$ cat src/rtl/gcd_pkg.sv
// gcd_pkg -- definitions shared by the GCD requester and the GCD controller.
//   GCD_WIDTH   : default operand/result width
//   gcd_state_e : 3-bit requester state encoding
//   gcd_fn_e    : function codes understood by the GCD controller
//   is_wait     : true for states where the wait counter runs
package gcd_pkg;

    localparam int GCD_WIDTH = 8;

    typedef enum logic [2:0] {
        ST_IDLE   = 3'd0,
        ST_SEND_A = 3'd1,
        ST_REL_A  = 3'd2,
        ST_SEND_B = 3'd3,
        ST_REL_B  = 3'd4,
        ST_FLUSH  = 3'd5
    } gcd_state_e;

    typedef enum logic [1:0] {
        FN_NOP    = 2'd0,
        FN_LOAD_A = 2'd1,
        FN_LOAD_B = 2'd2,
        FN_RESULT = 2'd3
    } gcd_fn_e;

    // FLUSH also waits (for ack to drop), so it is timed like the handshake states.
    function automatic logic is_wait(input gcd_state_e s);
        return (s == ST_SEND_A) || (s == ST_REL_A) || (s == ST_SEND_B) ||
               (s == ST_REL_B)  || (s == ST_FLUSH);
    endfunction

endpackage

$ cat src/rtl/hs_timer.sv
// hs_timer -- clearable saturating wait counter for handshake states.
//   clk   : clock, rising edge
//   rst_n : asynchronous active-low reset
//   clr_i : clear the count (state change)
//   en_i  : count this cycle
//   hit_o : high during the TIMEOUT-th consecutive enabled cycle
// The count holds the number of cycles already spent in the state, so
// hit_o flags the cycle in which that number reaches TIMEOUT.
module hs_timer #(
    parameter int TIMEOUT = 255
) (
    input  logic clk,
    input  logic rst_n,
    input  logic clr_i,
    input  logic en_i,
    output logic hit_o
);

    localparam int CNT_W = (TIMEOUT < 2) ? 1 : $clog2(TIMEOUT);
    localparam logic [CNT_W-1:0] LAST = CNT_W'(TIMEOUT - 1);

    logic [CNT_W-1:0] cnt_q, cnt_d;

    always_comb begin
        cnt_d = cnt_q;
        if (clr_i) begin
            cnt_d = '0;
        end else if (en_i && (cnt_q != LAST)) begin
            cnt_d = cnt_q + 1'b1;
        end
    end

    always_ff @(posedge clk or negedge rst_n) begin
        if (!rst_n) begin
            cnt_q <= '0;
        end else begin
            cnt_q <= cnt_d;
        end
    end

    assign hit_o = en_i && (cnt_q == LAST);

endmodule

$ cat src/rtl/gcd_requester.sv
// gcd_requester -- sends two operands to a GCD unit over a 4-phase req/ack
// handshake and returns the result.
//   clk, rst_n     : clock (rising edge), asynchronous active-low reset
//   start          : request a job (IDLE only), a_in/b_in sampled with it
//   req, data_out  : 4-phase request and operand bus to the GCD unit
//   ack, result_in : acknowledge and result bus from the GCD unit
//   busy           : high whenever not IDLE
//   done, err      : one-cycle completion / rejection-or-abort pulses
//   result         : last captured GCD
// All outputs are flops loaded with the value belonging to the next state.
module gcd_requester
    import gcd_pkg::*;
#(
    parameter int WIDTH   = GCD_WIDTH,
    parameter int TIMEOUT = 255
) (
    input  logic             clk,
    input  logic             rst_n,
    input  logic             start,
    input  logic [WIDTH-1:0] a_in,
    input  logic [WIDTH-1:0] b_in,
    output logic             req,
    input  logic             ack,
    output logic [WIDTH-1:0] data_out,
    input  logic [WIDTH-1:0] result_in,
    output logic             busy,
    output logic             done,
    output logic [WIDTH-1:0] result,
    output logic             err
);

    gcd_state_e       state_q, state_d;
    logic [WIDTH-1:0] a_q, a_d, b_q, b_d;
    logic [WIDTH-1:0] result_q, result_d;
    logic [WIDTH-1:0] data_q, data_d;
    logic             req_q, req_d, busy_q, busy_d;
    logic             done_q, done_d, err_q, err_d;
    logic             tmo;
    logic             start_ok;

    // A zero operand would never terminate in the GCD unit, so reject it.
    assign start_ok = start && (a_in != '0) && (b_in != '0);

    hs_timer #(
        .TIMEOUT(TIMEOUT)
    ) u_timer (
        .clk   (clk),
        .rst_n (rst_n),
        .clr_i (state_d != state_q),
        .en_i  (is_wait(state_q)),
        .hit_o (tmo)
    );

    // State and output registers
    always_ff @(posedge clk or negedge rst_n) begin
        if (!rst_n) begin
            state_q  <= ST_IDLE;
            a_q      <= '0;
            b_q      <= '0;
            result_q <= '0;
            data_q   <= '0;
            req_q    <= 1'b0;
            busy_q   <= 1'b0;
            done_q   <= 1'b0;
            err_q    <= 1'b0;
        end else begin
            state_q  <= state_d;
            a_q      <= a_d;
            b_q      <= b_d;
            result_q <= result_d;
            data_q   <= data_d;
            req_q    <= req_d;
            busy_q   <= busy_d;
            done_q   <= done_d;
            err_q    <= err_d;
        end
    end

    // Next state: a handshake edge is checked before the timeout, so an ack
    // arriving on the last allowed cycle still completes the phase.
    always_comb begin
        state_d = state_q;
        unique case (state_q)
            ST_IDLE:   if (start_ok) state_d = ST_SEND_A;
            ST_SEND_A: if (ack)      state_d = ST_REL_A;
                       else if (tmo) state_d = ST_FLUSH;
            ST_REL_A:  if (!ack)     state_d = ST_SEND_B;
                       else if (tmo) state_d = ST_FLUSH;
            ST_SEND_B: if (ack)      state_d = ST_REL_B;
                       else if (tmo) state_d = ST_FLUSH;
            ST_REL_B:  if (!ack)     state_d = ST_IDLE;
                       else if (tmo) state_d = ST_FLUSH;
            ST_FLUSH:  if (!ack || tmo) state_d = ST_IDLE;
            default:   state_d = ST_IDLE;
        endcase
    end

    // Output / datapath next values
    always_comb begin
        a_d      = a_q;
        b_d      = b_q;
        result_d = result_q;
        if ((state_q == ST_IDLE) && start_ok) begin
            a_d = a_in;
            b_d = b_in;
        end
        if ((state_q == ST_SEND_B) && ack) begin
            result_d = result_in;
        end

        req_d  = (state_d == ST_SEND_A) || (state_d == ST_SEND_B);
        busy_d = (state_d != ST_IDLE);
        done_d = (state_q == ST_REL_B) && !ack;
        err_d  = ((state_q == ST_IDLE) && start && !start_ok) ||
                 ((state_q == ST_FLUSH) && (!ack || tmo));

        // a_d rather than a_q so the freshly latched operand appears on entry.
        unique case (state_d)
            ST_SEND_A, ST_REL_A: data_d = a_d;
            ST_SEND_B, ST_REL_B: data_d = b_q;
            ST_FLUSH:            data_d = data_q;
            default:             data_d = '0;
        endcase
    end

    assign req      = req_q;
    assign data_out = data_q;
    assign busy     = busy_q;
    assign done     = done_q;
    assign err      = err_q;
    assign result   = result_q;

endmodule

$ cat config.mk
export PLATFORM = sky130hd
export DESIGN_NAME = gcd_requester
export DESIGN_NICKNAME = d
export VERILOG_FILES = /design/src/rtl/gcd_pkg.sv /design/src/rtl/hs_timer.sv /design/src/rtl/gcd_requester.sv
export SDC_FILE = /design/constraint.sdc
export NUM_CORES = 1
export LEC_CHECK = 0
export ABC_AREA = 1
export CORE_AREA = 2 2 69 71
export CTS_CLUSTER_DIAMETER = 30
export DETAILED_ROUTE_END_ITERATION = 7
export DIE_AREA = 0 0 71 73
export MAX_ROUTING_LAYER = met4
export PLACE_DENSITY = 0.88
export SYNTH_ARGS = -nofsm -noshare
export SYNTH_HDL_FRONTEND = slang
export SYNTH_HIERARCHICAL = 1
export SYNTH_SLANG_ARGS = --single-unit
$ cat constraint.sdc
create_clock -name clk -period 6.08 [get_ports clk]
set_input_delay 1.824 -clock clk [delete_from_list [all_inputs] [get_ports clk]]
set_output_delay 1.824 -clock clk [all_outputs]
set_load 0.005 [all_outputs]
==> impl_metrics.json <==
{
  "ys_seq_area_share_pct": 49.6,
  "dieArea_sq_um": 5180,
  "dr_wl_met2_mm": 2.49,
  "utilization_pct": 65.3,
  "r2r-start": "state_q[2]",
  "htree_levels": 2,
  "synth_top_area_cell": "dfrtp_1",
  "synthTopCellsByArea": "dfrtp_1 (50%), nand2_1 (17%), nand3_1 (6.5%)",
  "rows": 25,
  "r2r_end": "u_timer/cnt_q[4]",
  "clock-sinks": 47,
  "grt_max_degree": 48,
  "grt_overflow": 0,
  "drv_cap": 0,
  "numPortBuffers": 47,
  "cts_setup_buffers": 0,
  "place.gp.congestion": 0.930,
  "routed_wl_mm": 5.06,
  "rsz0062_at_grt": "no",
  "drt_iter0_drc": 129,
  "relSlewSlack_pct": 32.5,
  "synth-seq-cells": 47,
  "syn-instance-count": 290,
  "dpl_worst_slack_ns": 1.75,
  "routedWlPerCell_um": 12.8,
  "vias": 2018,
  "io-pin-count": 48,
  "grt_pass1_vias": 2024,
  "cts_root_buf": "clkbuf_8",
  "max_freq_ghz": 0.249,
  "vdd_ir_drop_max_v": 0.000274,
  "finalSetupViolCount": 0,
  "core-area_sq_um": 4540,
  "areaGrowthSynthToFinish_pct": 24.9,
  "final_hold_viol_count": 0,
  "cp.required_ns": 6.28,
  "holdCritStartpoint": "a_q[4]",
  "start_util_pct": 52.3,
  "clkTransAtPathRegs_ns": 0.09,
  "post-route-drc-count": 0,
  "min_period_ns": 4.02,
  "cp.arrival_ns": 4.22,
  "grtUsageTotal_pct": 21.2,
  "drive_gt1_share_pct": 14.7,
  "synthesis.area_sq_um": 2370,
  "die_h_um": 73,
  "synth_cell_types": 26,
  "setup_tns_ns": 0,
  "layout.nets": 370,
  "worstSetupPathType": "in2reg",
  "cts_buffers": 5,
  "hpwl_mm": 3.72,
  "p_leak_nw": 1.47,
  "diodes": 0,
  "status": "completed",
  "postCtsHoldBufs": 0,
  "power_density_nw_per_um2": 443,
  "p_total_mw": 1.31,
  "whs_path_depth": 2,
  "drtAntennaViolNets": 0,
  "grt_pass1_wl_mm": 8.40,
  "fin_crit_sh_pct": 66.1,
  "die_w_um": 71,
  "rrSetupSlack_ns": 3.06,
  "syn_area_per_cell_sq_um": 8.18,
  "setup_slack_ns": 2.06,
  "via_per_inst": 5.11,
  "route.met3.wl_um": 135,
  "yosysWarnings": 6,
  "clkLatencyLatePin_ns": 0.30,
  "antenna_found_initial": 0,
  "worst_setup_path_start_kind": "input port",
  "final-max-slew-violation-count": 0,
  "timing.hold.worst_endpoint": "a_q[4]",
  "firstDrtPassIters": 4,
  "highest_layer": "met4",
  "r2r_cells": 21,
  "cts.path.max_buffers": 2,
  "met1_length_mm": 2.24,
  "skew_ns": 0.00287,
  "cts_tree": "done",
  "path_max_fanout": 20,
  "worstHoldPathType": "reg2reg",
  "max_slew.worst_pin.slew_ns": 1.01,
  "cp-end-kind": "flop",
  "cts_resized": 0,
  "synth_top_area_share_pct": 49.6,
  "synth_nets": 320
}
where the power goes:
group	switching [mW]	internal, mW	leakage (nW)	total [mW]
logic	0.364	0.261	0.828	0.626
registers	0.0674	0.430	0.602	0.498
clock network	0.107	0.0805	0.0412	0.188
routing by layer:
layer | up-vias | track usage [%]
met5 | - | -
met4 | 0 | 11.5
met3 | 17 | 3.45
met2 | 36 | 35.0
met1 | 953 | 25.0
li1 | 1012 | -
worst max-delay path, cell delays in order:
cell	delay, ns
clkdlybuf4s50_1	0.49
nor2_1	0.05
nand2_1	0.06
nor2_1	0.04
nor2_1	0.12
nand3_1	0.55
nand2_4	0.34
xor2_1	0.17
inv_1	0.05
nand2_1	0.16
inv_4	0.08
nand2_4	0.11
clkinv_4	0.07
nand2_1	0.06
nand2_1	0.05
cells in the final DEF (no fill, tap or decap), types with 2 or more instances in the layout:
| cell type | count |
|---|---|
| mux2_2 | 8 |
| nor2_4 | 3 |
| nand3_2 | 2 |
| o21ai_1 | 3 |
| inv_2 | 6 |
| nand4_1 | 4 |
| a21oi_1 | 3 |
| clkbuf_8 | 5 |
| nor2_1 | 31 |
| nor2_2 | 7 |
| ha_1 | 2 |
| xor2_1 | 4 |
| nand2_2 | 8 |
| nand3_1 | 31 |
| nand2_4 | 3 |
| inv_4 | 2 |
| nand2_1 | 105 |
| dfrtp_1 | 47 |
| clkdlybuf4s50_1 | 46 |
| clkinv_2 | 2 |
| inv_1 | 10 |
| o21ai_0 | 2 |
sequential cells by signal (all words and copies together) (netlist names):
register and count:
u_timer/cnt_q 8, data_out 8, err 1, result 8, a_q 8, req 1
busy 1, b_q 8, state_q 3, done 1
through the flow:
step	cells	hold slack, ns	cell area [sq um]
2_1_floorplan	290	0.445	2370
3_3_place_gp	387	0.462	2880
3_5_place_dp	387	0.465	2880
4_1_cts	395	0.486	2960
5_1_grt	395	0.504	2960
6_report	395	0.484	2960
cell type report:
type / count / area (sq um)
well taps: 54 / 67.6
repair buffers: 47 / 465
multi-input cells: 218 / 1080
fillers: 356 / 1570
clock buffers: 6 / 72.6
flip-flops and latches: 47 / 1180
inverters: 21 / 90.1
clock inverters: 2 / 12.5
cells in the mapped netlist:
| master | instances |
|---|---|
| xor2_1 | 4 |
| inv_4 | 2 |
| nor2_1 | 31 |
| a21oi_1 | 3 |
| clkinv_4 | 1 |
| buf_2 | 1 |
| buf_4 | 3 |
| nand3_1 | 31 |
| nor2_2 | 7 |
| nand2_2 | 8 |
| clkinv_1 | 1 |
| nand4_1 | 4 |
| nor2_4 | 3 |
| nand2_1 | 105 |
| nor3_2 | 1 |
| o21ai_0 | 2 |
| inv_2 | 6 |
| dfrtp_1 | 47 |
| inv_1 | 10 |
| mux2_2 | 8 |
| o21ai_1 | 3 |
| nor3_1 | 1 |
| ha_1 | 2 |
| nand2_4 | 3 |
| nand3_2 | 2 |
| clkinv_2 | 1 |
cells by family after synthesis:
family,after synthesis,synth area share (%)
adder cells (fa/ha/maj),2,1.06
XOR/XNOR,4,1.48
buffers and inverters,25,4.96
multiplexers,8,3.80
flip-flops,47,49.6
AND/OR/NAND/NOR,196,37.4
AO/OA/AOI/OAI,8,1.69
worst max path at each step:
stage            start                to  slack (ns)
4_1_cts        a_in[2]  u_timer/cnt_q[7]        2.07
2_1_floorplan      ack  u_timer/cnt_q[7]        2.92
6_report       a_in[2]  u_timer/cnt_q[4]        2.06
3_5_place_dp   a_in[2]  u_timer/cnt_q[7]        1.75
5_1_grt        a_in[0]  u_timer/cnt_q[4]        1.89
3_3_place_gp   a_in[7]  u_timer/cnt_q[4]        1.87
(Power assumes the default switching activity.)
